`config.mk`:
```
export PLATFORM = sky130hd
export DESIGN_NAME = m68k_region_decoder_flat
export DESIGN_NICKNAME = d
export VERILOG_FILES = /design/src/rtl/alpha68k_bus_pkg.sv /design/src/rtl/m68k_region_decoder_if.sv /design/src/rtl/region_table.sv /design/src/rtl/m68k_region_decoder.sv /design/src/flat_wrapper.sv
export SDC_FILE = /design/constraint.sdc
export NUM_CORES = 1
export LEC_CHECK = 0
export ABC_CLOCK_PERIOD_IN_PS = 7640
export CORE_MARGIN = 4
export CORE_UTILIZATION = 65
export CTS_CLUSTER_SIZE = 25
export DETAILED_ROUTE_END_ITERATION = 12
export GPL_TIMING_DRIVEN = 0
export PLACE_DENSITY = 0.89
export SLEW_MARGIN = 40
export SYNTH_ARGS = -nofsm -noshare
export SYNTH_HDL_FRONTEND = slang
export SYNTH_SLANG_ARGS = --single-unit
export TNS_END_PERCENT = 30
```
`constraint.sdc`:
```
create_clock -name clk -period 7.64 [get_ports clk]
set_clock_uncertainty 0.05 [all_clocks]
set_input_delay 1.528 -clock clk [delete_from_list [all_inputs] [get_ports clk]]
set_output_delay 1.528 -clock clk [all_outputs]
set_load 0.01 [all_outputs]
```
`src/rtl/alpha68k_bus_pkg.sv`:
```
// alpha68k_bus_pkg: shared rw-mode codes, decoder FSM states and default Alpha68k map
package alpha68k_bus_pkg;

    localparam logic [1:0] RW_ANY = 2'b00;
    localparam logic [1:0] RW_RD  = 2'b01;
    localparam logic [1:0] RW_WR  = 2'b10;
    localparam logic [1:0] RW_OFF = 2'b11;

    typedef enum logic [2:0] {IDLE, DECODE, WAIT, TOUT, ACK, BERR} state_t;

    localparam logic [23:0] ALPHA_ROM_BASE = 24'h000000;
    localparam logic [23:0] ALPHA_ROM_MASK = 24'hFC0000;
    localparam logic [23:0] ALPHA_RAM_BASE = 24'h040000;
    localparam logic [23:0] ALPHA_RAM_MASK = 24'hFFC000;
    localparam logic [23:0] ALPHA_IO_BASE  = 24'h080000;
    localparam logic [23:0] ALPHA_IO_MASK  = 24'hFFFFFE;

    function automatic logic rw_ok(input logic [1:0] mode, input logic rw);
        return (mode == RW_ANY) || (mode == RW_RD && rw) || (mode == RW_WR && !rw);
    endfunction

endpackage

```
`src/rtl/m68k_region_decoder_if.sv`:
```
// m68k_region_decoder_if: config port, 68000 bus inputs and decoder outputs
interface m68k_region_decoder_if #(
    parameter int ADDR_W      = 24,
    parameter int NUM_REGIONS = 16,
    parameter int WAIT_W      = 4,
    parameter int IDX_W       = $clog2(NUM_REGIONS)
);
    logic                   cfg_we;
    logic [IDX_W-1:0]       cfg_idx;
    logic [ADDR_W-1:0]      cfg_base;
    logic [ADDR_W-1:0]      cfg_mask;
    logic [WAIT_W-1:0]      cfg_wait;
    logic [1:0]             cfg_rw_mode;
    logic [ADDR_W-1:0]      m68k_a;
    logic                   m68k_as_n;
    logic                   m68k_rw;
    logic [NUM_REGIONS-1:0] cs;
    logic                   hit;
    logic [IDX_W-1:0]       hit_idx;
    logic                   dtack_n;
    logic                   berr_n;
    logic                   busy;

    modport master (
        output cfg_we, cfg_idx, cfg_base, cfg_mask, cfg_wait, cfg_rw_mode,
        output m68k_a, m68k_as_n, m68k_rw,
        input  cs, hit, hit_idx, dtack_n, berr_n, busy
    );

    modport slave (
        input  cfg_we, cfg_idx, cfg_base, cfg_mask, cfg_wait, cfg_rw_mode,
        input  m68k_a, m68k_as_n, m68k_rw,
        output cs, hit, hit_idx, dtack_n, berr_n, busy
    );
endinterface

```
`src/rtl/region_table.sv`:
```
// region_table: loader-written base/mask windows with parallel match and lowest-index priority
module region_table
    import alpha68k_bus_pkg::*;
#(
    parameter int ADDR_W      = 24,
    parameter int NUM_REGIONS = 16,
    parameter int WAIT_W      = 4,
    parameter int IDX_W       = $clog2(NUM_REGIONS)
) (
    input  logic                   clk,
    input  logic                   reset_n,
    input  logic                   cfg_we,
    input  logic [IDX_W-1:0]       cfg_idx,
    input  logic [ADDR_W-1:0]      cfg_base,
    input  logic [ADDR_W-1:0]      cfg_mask,
    input  logic [WAIT_W-1:0]      cfg_wait,
    input  logic [1:0]             cfg_rw_mode,
    input  logic [ADDR_W-1:0]      addr,
    input  logic                   rw,
    output logic [NUM_REGIONS-1:0] match_vec,
    output logic                   hit,
    output logic [IDX_W-1:0]       idx,
    output logic [WAIT_W-1:0]      wait_cnt
);
    logic [ADDR_W-1:0] base [NUM_REGIONS];
    logic [ADDR_W-1:0] mask [NUM_REGIONS];
    logic [WAIT_W-1:0] wt   [NUM_REGIONS];
    logic [1:0]        mode [NUM_REGIONS];

    // Table entries come up disabled and are rewritten one per cycle by the loader
    always_ff @(posedge clk or negedge reset_n)
        if (!reset_n) begin
            for (int i = 0; i < NUM_REGIONS; i++) begin
                base[i] <= '0;
                mask[i] <= '0;
                wt[i]   <= '0;
                mode[i] <= RW_OFF;
            end
        end else if (cfg_we) begin
            base[cfg_idx] <= cfg_base;
            mask[cfg_idx] <= cfg_mask;
            wt[cfg_idx]   <= cfg_wait;
            mode[cfg_idx] <= cfg_rw_mode;
        end

    // Every window compares in parallel against the live address and direction
    always_comb begin
        match_vec = '0;
        for (int i = 0; i < NUM_REGIONS; i++)
            match_vec[i] = rw_ok(mode[i], rw) && (((addr ^ base[i]) & mask[i]) == '0);
    end

    // Scan from the top so the lowest matching index is the one left standing
    always_comb begin
        idx = '0;
        for (int i = NUM_REGIONS - 1; i >= 0; i--)
            if (match_vec[i]) idx = IDX_W'(i);
    end

    assign hit      = |match_vec;
    assign wait_cnt = wt[idx];
endmodule

```
`src/rtl/m68k_region_decoder.sv`:
```
// m68k_region_decoder: registered chip selects, DTACK wait states and BERR timeout for the 68000 bus
module m68k_region_decoder
    import alpha68k_bus_pkg::*;
#(
    parameter int ADDR_W      = 24,
    parameter int NUM_REGIONS = 16,
    parameter int WAIT_W      = 4,
    parameter int TIMEOUT     = 64,
    parameter int IDX_W       = $clog2(NUM_REGIONS)
) (
    input logic               clk,
    input logic               reset_n,
    m68k_region_decoder_if.slave bus
);
    localparam int CNT_W = ($clog2(TIMEOUT + 1) > WAIT_W) ? $clog2(TIMEOUT + 1) : WAIT_W;

    state_t                 state, state_nx;
    logic [CNT_W-1:0]       cnt;
    logic [NUM_REGIONS-1:0] match_vec, cs_q;
    logic                   t_hit, hit_q;
    logic [IDX_W-1:0]       t_idx, idx_q;
    logic [WAIT_W-1:0]      t_wait;

    region_table #(
        .ADDR_W(ADDR_W), .NUM_REGIONS(NUM_REGIONS), .WAIT_W(WAIT_W), .IDX_W(IDX_W)
    ) u_table (
        .clk(clk), .reset_n(reset_n),
        .cfg_we(bus.cfg_we), .cfg_idx(bus.cfg_idx), .cfg_base(bus.cfg_base),
        .cfg_mask(bus.cfg_mask), .cfg_wait(bus.cfg_wait), .cfg_rw_mode(bus.cfg_rw_mode),
        .addr(bus.m68k_a), .rw(bus.m68k_rw),
        .match_vec(match_vec), .hit(t_hit), .idx(t_idx), .wait_cnt(t_wait)
    );

    // Bus cycle state register
    always_ff @(posedge clk or negedge reset_n)
        if (!reset_n) state <= IDLE;
        else state <= state_nx;

    // Strobe release always returns to IDLE; otherwise walk decode, wait/timeout, terminate
    always_comb begin
        state_nx = state;
        if (state == IDLE)
            state_nx = bus.m68k_as_n ? IDLE : DECODE;
        else if (bus.m68k_as_n)
            state_nx = IDLE;
        else
            case (state)
                DECODE:  state_nx = !t_hit ? TOUT : (t_wait == '0 ? ACK : WAIT);
                WAIT:    state_nx = (cnt == CNT_W'(1)) ? ACK : WAIT;
                TOUT:    state_nx = (cnt == CNT_W'(1)) ? BERR : TOUT;
                default: state_nx = state;
            endcase
    end

    // Latch the decode once per cycle so later table writes and address changes are ignored
    always_ff @(posedge clk or negedge reset_n)
        if (!reset_n) begin
            cs_q  <= '0;
            hit_q <= 1'b0;
            idx_q <= '0;
            cnt   <= '0;
        end else if (bus.m68k_as_n) begin
            cs_q  <= '0;
            hit_q <= 1'b0;
            idx_q <= '0;
        end else if (state == DECODE) begin
            cs_q  <= match_vec & (~match_vec + NUM_REGIONS'(1));
            hit_q <= t_hit;
            idx_q <= t_idx;
            cnt   <= t_hit ? CNT_W'(t_wait) : CNT_W'(TIMEOUT);
        end else if (state == WAIT || state == TOUT)
            cnt <= cnt - CNT_W'(1);

    // Handshake outputs come straight off the state register, so they are glitch-free and exclusive
    always_comb begin
        bus.dtack_n = state != ACK;
        bus.berr_n  = state != BERR;
        bus.busy    = state != IDLE;
    end

    assign bus.cs      = cs_q;
    assign bus.hit     = hit_q;
    assign bus.hit_idx = idx_q;
endmodule

```
`src/flat_wrapper.sv`:
```
// flat-port wrapper written by rule: the top's interface ports become plain ports
module m68k_region_decoder_flat import alpha68k_bus_pkg::*;
#(
    parameter int ADDR_W      = 24,
    parameter int NUM_REGIONS = 16,
    parameter int WAIT_W      = 4,
    parameter int TIMEOUT     = 64,
    parameter int IDX_W       = $clog2(NUM_REGIONS)
)
  (clk, reset_n, bus_cfg_we, bus_cfg_idx, bus_cfg_base, bus_cfg_mask, bus_cfg_wait, bus_cfg_rw_mode, bus_m68k_a, bus_m68k_as_n, bus_m68k_rw, bus_cs, bus_hit, bus_hit_idx, bus_dtack_n, bus_berr_n, bus_busy);
  m68k_region_decoder_if #(.ADDR_W(ADDR_W), .NUM_REGIONS(NUM_REGIONS), .WAIT_W(WAIT_W), .IDX_W(IDX_W)) bus_i ();
  input logic clk;
  input logic reset_n;
  input wire logic [$bits(bus_i.cfg_we)-1:0] bus_cfg_we;
  input wire logic [$bits(bus_i.cfg_idx)-1:0] bus_cfg_idx;
  input wire logic [$bits(bus_i.cfg_base)-1:0] bus_cfg_base;
  input wire logic [$bits(bus_i.cfg_mask)-1:0] bus_cfg_mask;
  input wire logic [$bits(bus_i.cfg_wait)-1:0] bus_cfg_wait;
  input wire logic [$bits(bus_i.cfg_rw_mode)-1:0] bus_cfg_rw_mode;
  input wire logic [$bits(bus_i.m68k_a)-1:0] bus_m68k_a;
  input wire logic [$bits(bus_i.m68k_as_n)-1:0] bus_m68k_as_n;
  input wire logic [$bits(bus_i.m68k_rw)-1:0] bus_m68k_rw;
  output wire logic [$bits(bus_i.cs)-1:0] bus_cs;
  output wire logic [$bits(bus_i.hit)-1:0] bus_hit;
  output wire logic [$bits(bus_i.hit_idx)-1:0] bus_hit_idx;
  output wire logic [$bits(bus_i.dtack_n)-1:0] bus_dtack_n;
  output wire logic [$bits(bus_i.berr_n)-1:0] bus_berr_n;
  output wire logic [$bits(bus_i.busy)-1:0] bus_busy;
  assign bus_i.cfg_we = bus_cfg_we;
  assign bus_i.cfg_idx = bus_cfg_idx;
  assign bus_i.cfg_base = bus_cfg_base;
  assign bus_i.cfg_mask = bus_cfg_mask;
  assign bus_i.cfg_wait = bus_cfg_wait;
  assign bus_i.cfg_rw_mode = bus_cfg_rw_mode;
  assign bus_i.m68k_a = bus_m68k_a;
  assign bus_i.m68k_as_n = bus_m68k_as_n;
  assign bus_i.m68k_rw = bus_m68k_rw;
  assign bus_cs = bus_i.cs;
  assign bus_hit = bus_i.hit;
  assign bus_hit_idx = bus_i.hit_idx;
  assign bus_dtack_n = bus_i.dtack_n;
  assign bus_berr_n = bus_i.berr_n;
  assign bus_busy = bus_i.busy;
  m68k_region_decoder #(.ADDR_W(ADDR_W), .NUM_REGIONS(NUM_REGIONS), .WAIT_W(WAIT_W), .TIMEOUT(TIMEOUT), .IDX_W(IDX_W)) u_core (.clk(clk), .reset_n(reset_n), .bus(bus_i));
endmodule
```
==> results.cfg, run 1 <==
[clocking]
hold_buffers = 0
cts_resized = 0
cts_buffers = 89
cts_tree = done
post-cts-setup-buffer-count = 0
clkLatencyLatePin_ns = 0.65
htreeDepth = 3
max-clock-path-buffers = 3
path_clk_slew_ns = 0.06
cts-root-buf = clkbuf_16
cts.sinks = 895

[logic_synthesis]
synth-seq-cells = 895
synthArstFlopShare = 1.00
synth_nets = 2979
syn_avg_cell_area_sq_um = 14.0
ys_seq_area_frac = 0.553
synth_top_family_by_area = multiplexers
synthDistinctLibCells = 73
yosys_warnings = 0
synth_top_area_frac = 0.532
synth.most_common_cell = mux2_2
synthAdderAreaFrac = 0.000616
synthMuxAreaShare = 0.246
synth.area.top_cells = dfrtp_1 53%, mux2_2 24%, xor2_1 8.3%
syn_area_sq_um = 40600
synth_compound_gate_area_share = 0.0592
synth_edf_count = 0
synth_xor_area_frac = 0.0833
yosys-top-cells-count = 873 x mux2_2, 863 x dfrtp_1, 384 x xor2_1
syn_inst = 2890
synth-simple-area-share = 0.0299
ys.flop_type = dfrtp_1
yosysTopAreaCell = dfrtp_1

[worst_setup_path]
path_cells = clkdlybuf4s50_1 > buf_2 > nor2b_1 > a221oi_1 > nand3_1 > nor2_1 > nand4b_1 > a211oi_1 > o2111ai_2 > nand2_2 > mux2_2 > a2111oi_2 > o211ai_2 > nor3_2 > a31oi_1
arrival_ns = 6.95
worstRegToRegCells = 13
rrSetupSlack_ns = 2.37
path_max_fanout = 10
path_depth = 15
rr_startpoint = u_core.u_table.base[26]$_DFFE_PN0P_
reg2reg_to = u_core.state[1]$_DFFE_PN0P_
cpPeakStageDelay_ns = 0.75
crit_path_top_delay_cell = clkdlybuf4s50_1
critPathKind = in2reg
crit_path_start_kind = input port
crit_buf_inv = 2
worstSetupEndpointType = flop
critical-path-top-delay-family = compound AO/OA/AOI/OAI gates
cp.required_ns = 8.11

[floorplanning]
die_area_sq_um = 66500
dieHeight_microns = 258
rows = 91
initial_core_util = 0.658
core_sq_um = 61700
chipWidth_microns = 258
io_pins = 111

[timing]
final_max_slew_viol_count = 0
final_hold_viol_count = 0
timing.final.crit_share = 0.849
max_freq_mhz = 154
worstMarginPinSlew_ns = 0.996
finalCriticalPeriod_ns = 6.48
tns_ns = 0
worst_slack_ns = 1.16
maxSlewHeadroom = 0.336
setup_violations = 0
hold_slack_ns = 0.426
rsz0062_at_grt = false

[route]
vias = 27100
vias_per_cell = 6.80
dr.pass1.iters = 6
wl_microns = 130000
postRouteAntennaNets = 0
drt_iter0_drc = 3381
drcViolationCount = 0
wl_per_cell_microns = 32.7

[final_layout]
nets = 3165
drive_gt1_frac = 0.378
stdcell_count = 3988
post-route-util = 0.743
layout-area-overhead-vs-synth_pct = 13.0
num-fill-cells = 3802
stdcell_area_sq_um = 45900

[power_and_ir_drop]
finalPower_mw = 14.3
p_per_area_nw_per_um2 = 312
peakVddDrop_v = 0.000279
p_leak_nw = 20.3

[global_route]
first_global_vias = 28100
grt.overflow.total = 0
grtUsageTotal = 0.390
antenna_found_initial = 8
grt_start_max_net_pins = 123
grt_pass1_wl_microns = 189000

[placement]
post-place-cells = 3822
gp_congestion = 1.00
place_hpwl_microns = 91100
pre_cts_ws_ns = 0.816
place_area_sq_um = 42800
io_buffers = 85

[outcome]
status = finished, final reports clean

[min_path]
whs_path_depth = 1
min_from = u_core.bus.hit$_DFFE_PN0P_
hold_path_end = u_core.bus.hit$_DFFE_PN0P_
min_path_type = reg2reg

[flow_run]
drv_cap = 0
cells by family after synthesis:
family,after synthesis
compound gates,287
xor+xnor,386
fa+ha+maj,2
buf+inv,212
flops,895
mux,886
simple gates,222
power by group:
| part | switching, mW | internal, mW |
|---|---|---|
| Combinational | 1.64 | 1.53 |
| Clock | 1.89 | 2.65 |
| Sequential | 0.730 | 5.86 |
worst register-to-register path, stage by stage (launching register included):
cell and delay [ns]:
dfrtp_1 0.40, xor2_1 0.15, a22oi_1 0.53, nand4_1 0.22
nor2_1 0.33, nand4b_1 0.44, a211oi_1 0.70, o2111ai_2 0.35
nand2_2 0.34, mux2_2 0.39, a2111oi_2 0.69, o211ai_2 0.24
nor3_2 0.21, a31oi_1 0.11
placed cells by master, fill, tap and decap left out, types with 7 or more instances in the layout:
cell and n:
xor2_1 384, a211oi_1 12, buf_16 10, nor2_1 36, a21oi_1 11, buf_1 17, nand3_1 31, a22o_1 25
mux2_2 873, a22oi_1 121, buf_2 11, clkbuf_8 25, nor2b_1 19, nor2_2 11, nand2_1 37, clkbuf_1 122
a222oi_1 11, dfstp_2 32, inv_1 9, clkbuf_2 24, nand2b_1 7, clkinv_2 19, mux2i_1 12, clkdlybuf4s50_1 84
nor3_1 7, buf_6 38, a221oi_2 12, a221oi_1 26, o21ai_0 23, dfrtp_1 863, clkbuf_16 92, nand4_1 33
worst max-delay path by stage:
stage,startpoint,end,slack (ns)
CTS,bus_m68k_rw,u_core.state[1]$_DFFE_PN0P_,1.44
detailed placement,bus_m68k_rw,u_core.state[1]$_DFFE_PN0P_,0.82
finish,bus_m68k_rw,u_core.state[1]$_DFFE_PN0P_,1.16
global placement,reset_n,u_core.u_table.mask[55]$_DFFE_PN0P_,-32.69
floorplan,bus_m68k_a[22],u_core.state[1]$_DFFE_PN0P_,3.13
global route,bus_m68k_rw,u_core.state[1]$_DFFE_PN0P_,1.22
final cells by class:
type / instances / area, sq um / area share
sequential: 895 / 22400 / 0.489
tap: 837 / 1050 / 0.0228
buffer: 203 / 1160 / 0.0254
timing repair buffer: 95 / 1120 / 0.0245
clock inverter: 29 / 315 / 0.00688
multi-input combinational: 1783 / 17000 / 0.371
inverter: 9 / 33.8 / 0.000737
antenna: 2 / 5.00 / 0.000109
clock buffer: 135 / 2710 / 0.0592
registers in the layout, summed over array words and instances, names as in the netlist:
signal               cells
u_core.bus.cs           16
u_core.bus.hit           1
u_core.bus.hit_idx       4
u_core.cnt               7
u_core.state             3
u_core.u_table.base    384
u_core.u_table.mask    384
u_core.u_table.mode     32
u_core.u_table.wt       64
layer usage:
layer / global-route usage / share of wire / routed length, microns
met2: 0.581 / 0.44 / 57700
met5: 0 / 0.00070 / 91
met4: 0.217 / 0.065 / 8470
met3: 0.119 / 0.11 / 14900
met1: 0.515 / 0.38 / 49000
Note: power is estimated with default switching activity, not from simulation.
==> run 2, diff against run 1 <==
--- a/config.mk
+++ b/config.mk
@@ -5,13 +5,13 @@
 export SDC_FILE = /design/constraint.sdc
 export NUM_CORES = 1
 export LEC_CHECK = 0
-export ABC_CLOCK_PERIOD_IN_PS = 7640
+export ABC_CLOCK_PERIOD_IN_PS = 6300
 export CORE_MARGIN = 4
-export CORE_UTILIZATION = 65
+export CORE_UTILIZATION = 62
 export CTS_CLUSTER_SIZE = 25
 export DETAILED_ROUTE_END_ITERATION = 12
 export GPL_TIMING_DRIVEN = 0
-export PLACE_DENSITY = 0.89
+export PLACE_DENSITY = 0.86
 export SLEW_MARGIN = 40
 export SYNTH_ARGS = -nofsm -noshare
 export SYNTH_HDL_FRONTEND = slang
==> constraint.sdc (replaced) <==
create_clock -name clk -period 6.3 [get_ports clk]
set_clock_uncertainty 0.05 [all_clocks]
set_input_delay 1.26 -clock clk [delete_from_list [all_inputs] [get_ports clk]]
set_output_delay 1.26 -clock clk [all_outputs]
set_load 0.01 [all_outputs]
==> run 2 against run 1 <==
Net effect: register-to-register slack got worse by 1.2 ns; worst hold slack improved by 0.011 ns; global-route usage decreased by 1.7 points; sequential power rose by 21%; power increased by 23%; die area grew 4.7%; non-clock buffer count rose by 1; highest routed layer is now met4; clock power up 26%; utilization fell by 3.0 points; sequential share of layout area is 0.21 points lower; critical path type unchanged; final area rose by 0.42%; critical path depth unchanged.
==> results.cfg, run 2 (synthesis results as in run 1) <==
[worst_setup_path]
rr_startpoint = u_core.u_table.base[4]$_DFFE_PN0P_
reg2reg_to = u_core.state[1]$_DFFE_PN0P_
worstRegToRegCells = 13
rrSetupSlack_ns = 1.22
critPathKind = in2reg
worstSetupEndpointType = flop
path_max_fanout = 10
cpPeakStageDelay_ns = 0.66
arrival_ns = 6.28
path_cells = clkdlybuf4s50_1 > buf_2 > nor2b_1 > a221oi_1 > nand3_1 > nor2_1 > nand4b_1 > a211oi_1 > o2111ai_2 > nand2_2 > mux2_2 > a2111oi_2 > o211ai_2 > nor3_2 > a31oi_1
crit_path_start_kind = input port
crit_path_top_delay_cell = clkdlybuf4s50_1
cp.required_ns = 6.76

[floorplanning]
core_sq_um = 64600
io_pins = 111
rows = 93
die_area_sq_um = 69600
chipWidth_microns = 264
initial_core_util = 0.629
dieHeight_microns = 264

[power_and_ir_drop]
p_sw_mw = 5.16
p_comb_frac = 0.218
p_clk_frac = 0.327
intPower_mw = 12.4
switching_share = 0.294
p_leak_nw = 20.4
peakVddDrop_v = 0.000253
p_per_area_nw_per_um2 = 381
p_seq_frac = 0.455

[placement]
pre_cts_ws_ns = -0.0283
place_area_sq_um = 42800
io_buffers = 85
gp_congestion = 0.976
place_hpwl_microns = 91200

[timing]
timing.final.crit_share = 0.924
final_max_slew_viol_count = 0
rsz0062_at_grt = false
maxSlewHeadroom = 0.346
tns_ns = 0
finalCriticalPeriod_ns = 5.82
worst_slack_ns = 0.481
worstMarginPinSlew_ns = 0.980
hold_slack_ns = 0.437
setup_violations = 0
max_freq_mhz = 172
final_hold_viol_count = 0

[clocking]
path_clk_slew_ns = 0.06
post-cts-setup-buffer-count = 0
max-clock-path-buffers = 3
cts_tree = done
hold_buffers = 0
cts.sinks = 895
cts_buffers = 92
clkLatencyLatePin_ns = 0.65
htreeDepth = 3
cts_resized = 0
cts-root-buf = clkbuf_16

[min_path]
min_from = u_core.bus.cs[3]$_DFFE_PN0P_
hold_path_end = u_core.bus.cs[3]$_DFFE_PN0P_
min_path_type = reg2reg
whs_path_depth = 1

[global_route]
first_global_vias = 28200
grtUsageTotal = 0.373
antenna_found_initial = 8
grt_pass1_wl_microns = 190000
grt_start_max_net_pins = 117
grt.overflow.total = 0

[final_layout]
largestRegisters = u_core.u_table.base x384, u_core.u_table.mask x384, u_core.u_table.wt x64
drive_gt1_frac = 0.381
stdcell_area_sq_um = 46100
post-route-util = 0.713
num-fill-cells = 4130
layout_commonest_cell = mux2_2
layout-area-overhead-vs-synth_pct = 13.4
layout_common_cells = 873 x mux2_2, 863 x dfrtp_1, 384 x xor2_1, 121 x a22oi_1, 112 x clkbuf_1
nets = 3169

[route]
drt_iter0_drc = 3447
postRouteAntennaNets = 0
drcViolationCount = 0
dr.pass1.iters = 6
wl_microns = 131000
wl_per_cell_microns = 32.7
vias = 27100
vias_per_cell = 6.75

[flow_run]
drv_cap = 0

[outcome]
status = finished, final reports clean
-- run 2: worst max-delay path: cells and delay by family --
family / cells / cell delay (ns)
simple gates: 6 / 1.54
mux: 1 / 0.39
compound gates: 6 / 2.04
buf+inv: 2 / 1.04
-- run 2: cell type report --
type                            count  area [sq um]  area share
Tap cell                          855          1070      0.0232
Timing Repair Buffer               96          1120      0.0243
Clock inverter                     31           475      0.0103
Inverter                            9          33.8    0.000734
Buffer                            203          1180      0.0257
Antenna cell                        6          15.0    0.000326
Sequential cell                   895         22400       0.487
Clock buffer                      136          2710      0.0589
Multi-Input combinational cell   1783         17000       0.369
-- run 2: how the worst max path moves through the flow --
stage / start / endpoint / slack (ns)
6_report: bus_m68k_rw / u_core.state[1]$_DFFE_PN0P_ / 0.48
5_1_grt: bus_m68k_rw / u_core.state[1]$_DFFE_PN0P_ / 0.47
4_1_cts: bus_m68k_rw / u_core.state[1]$_DFFE_PN0P_ / 0.64
3_5_place_dp: bus_m68k_rw / u_core.state[1]$_DFFE_PN0P_ / -0.03
3_3_place_gp: reset_n / u_core.u_table.base[130]$_DFFE_PN0P_ / -33.84
2_1_floorplan: bus_m68k_a[22] / u_core.state[1]$_DFFE_PN0P_ / 2.06
-- run 2: routing by layer --
layer | part of all wire | vias up | wire [microns] | GRT usage
met5 | 0 | - | 0 | 0
met4 | 0.069 | 0 | 9060 | 0.220
met3 | 0.11 | 495 | 14400 | 0.105
met2 | 0.45 | 1699 | 59100 | 0.565
met1 | 0.37 | 14100 | 48900 | 0.484
li1 | - | 10800 | - | -
-- run 2: power by group through the flow --
stage | Sequential, mW | Clock [mW] | Combinational (mW)
after detailed placement | 8.02 | 0 | 3.69
after global routing | 8.09 | 6.00 | 4.05
final | 7.99 | 5.75 | 3.82
after global placement | 7.97 | 0 | 3.51
after CTS | 7.94 | 5.75 | 3.74
after floorplan | 7.77 | 0 | 2.58
-- run 2: metrics by stage --
step                cells  power, mW
floorplan            2890       10.4
global placement     3830       11.5
detailed placement   3839       11.7
CTS                  4006       17.4
global route         4009       18.1
finish               4014       17.6
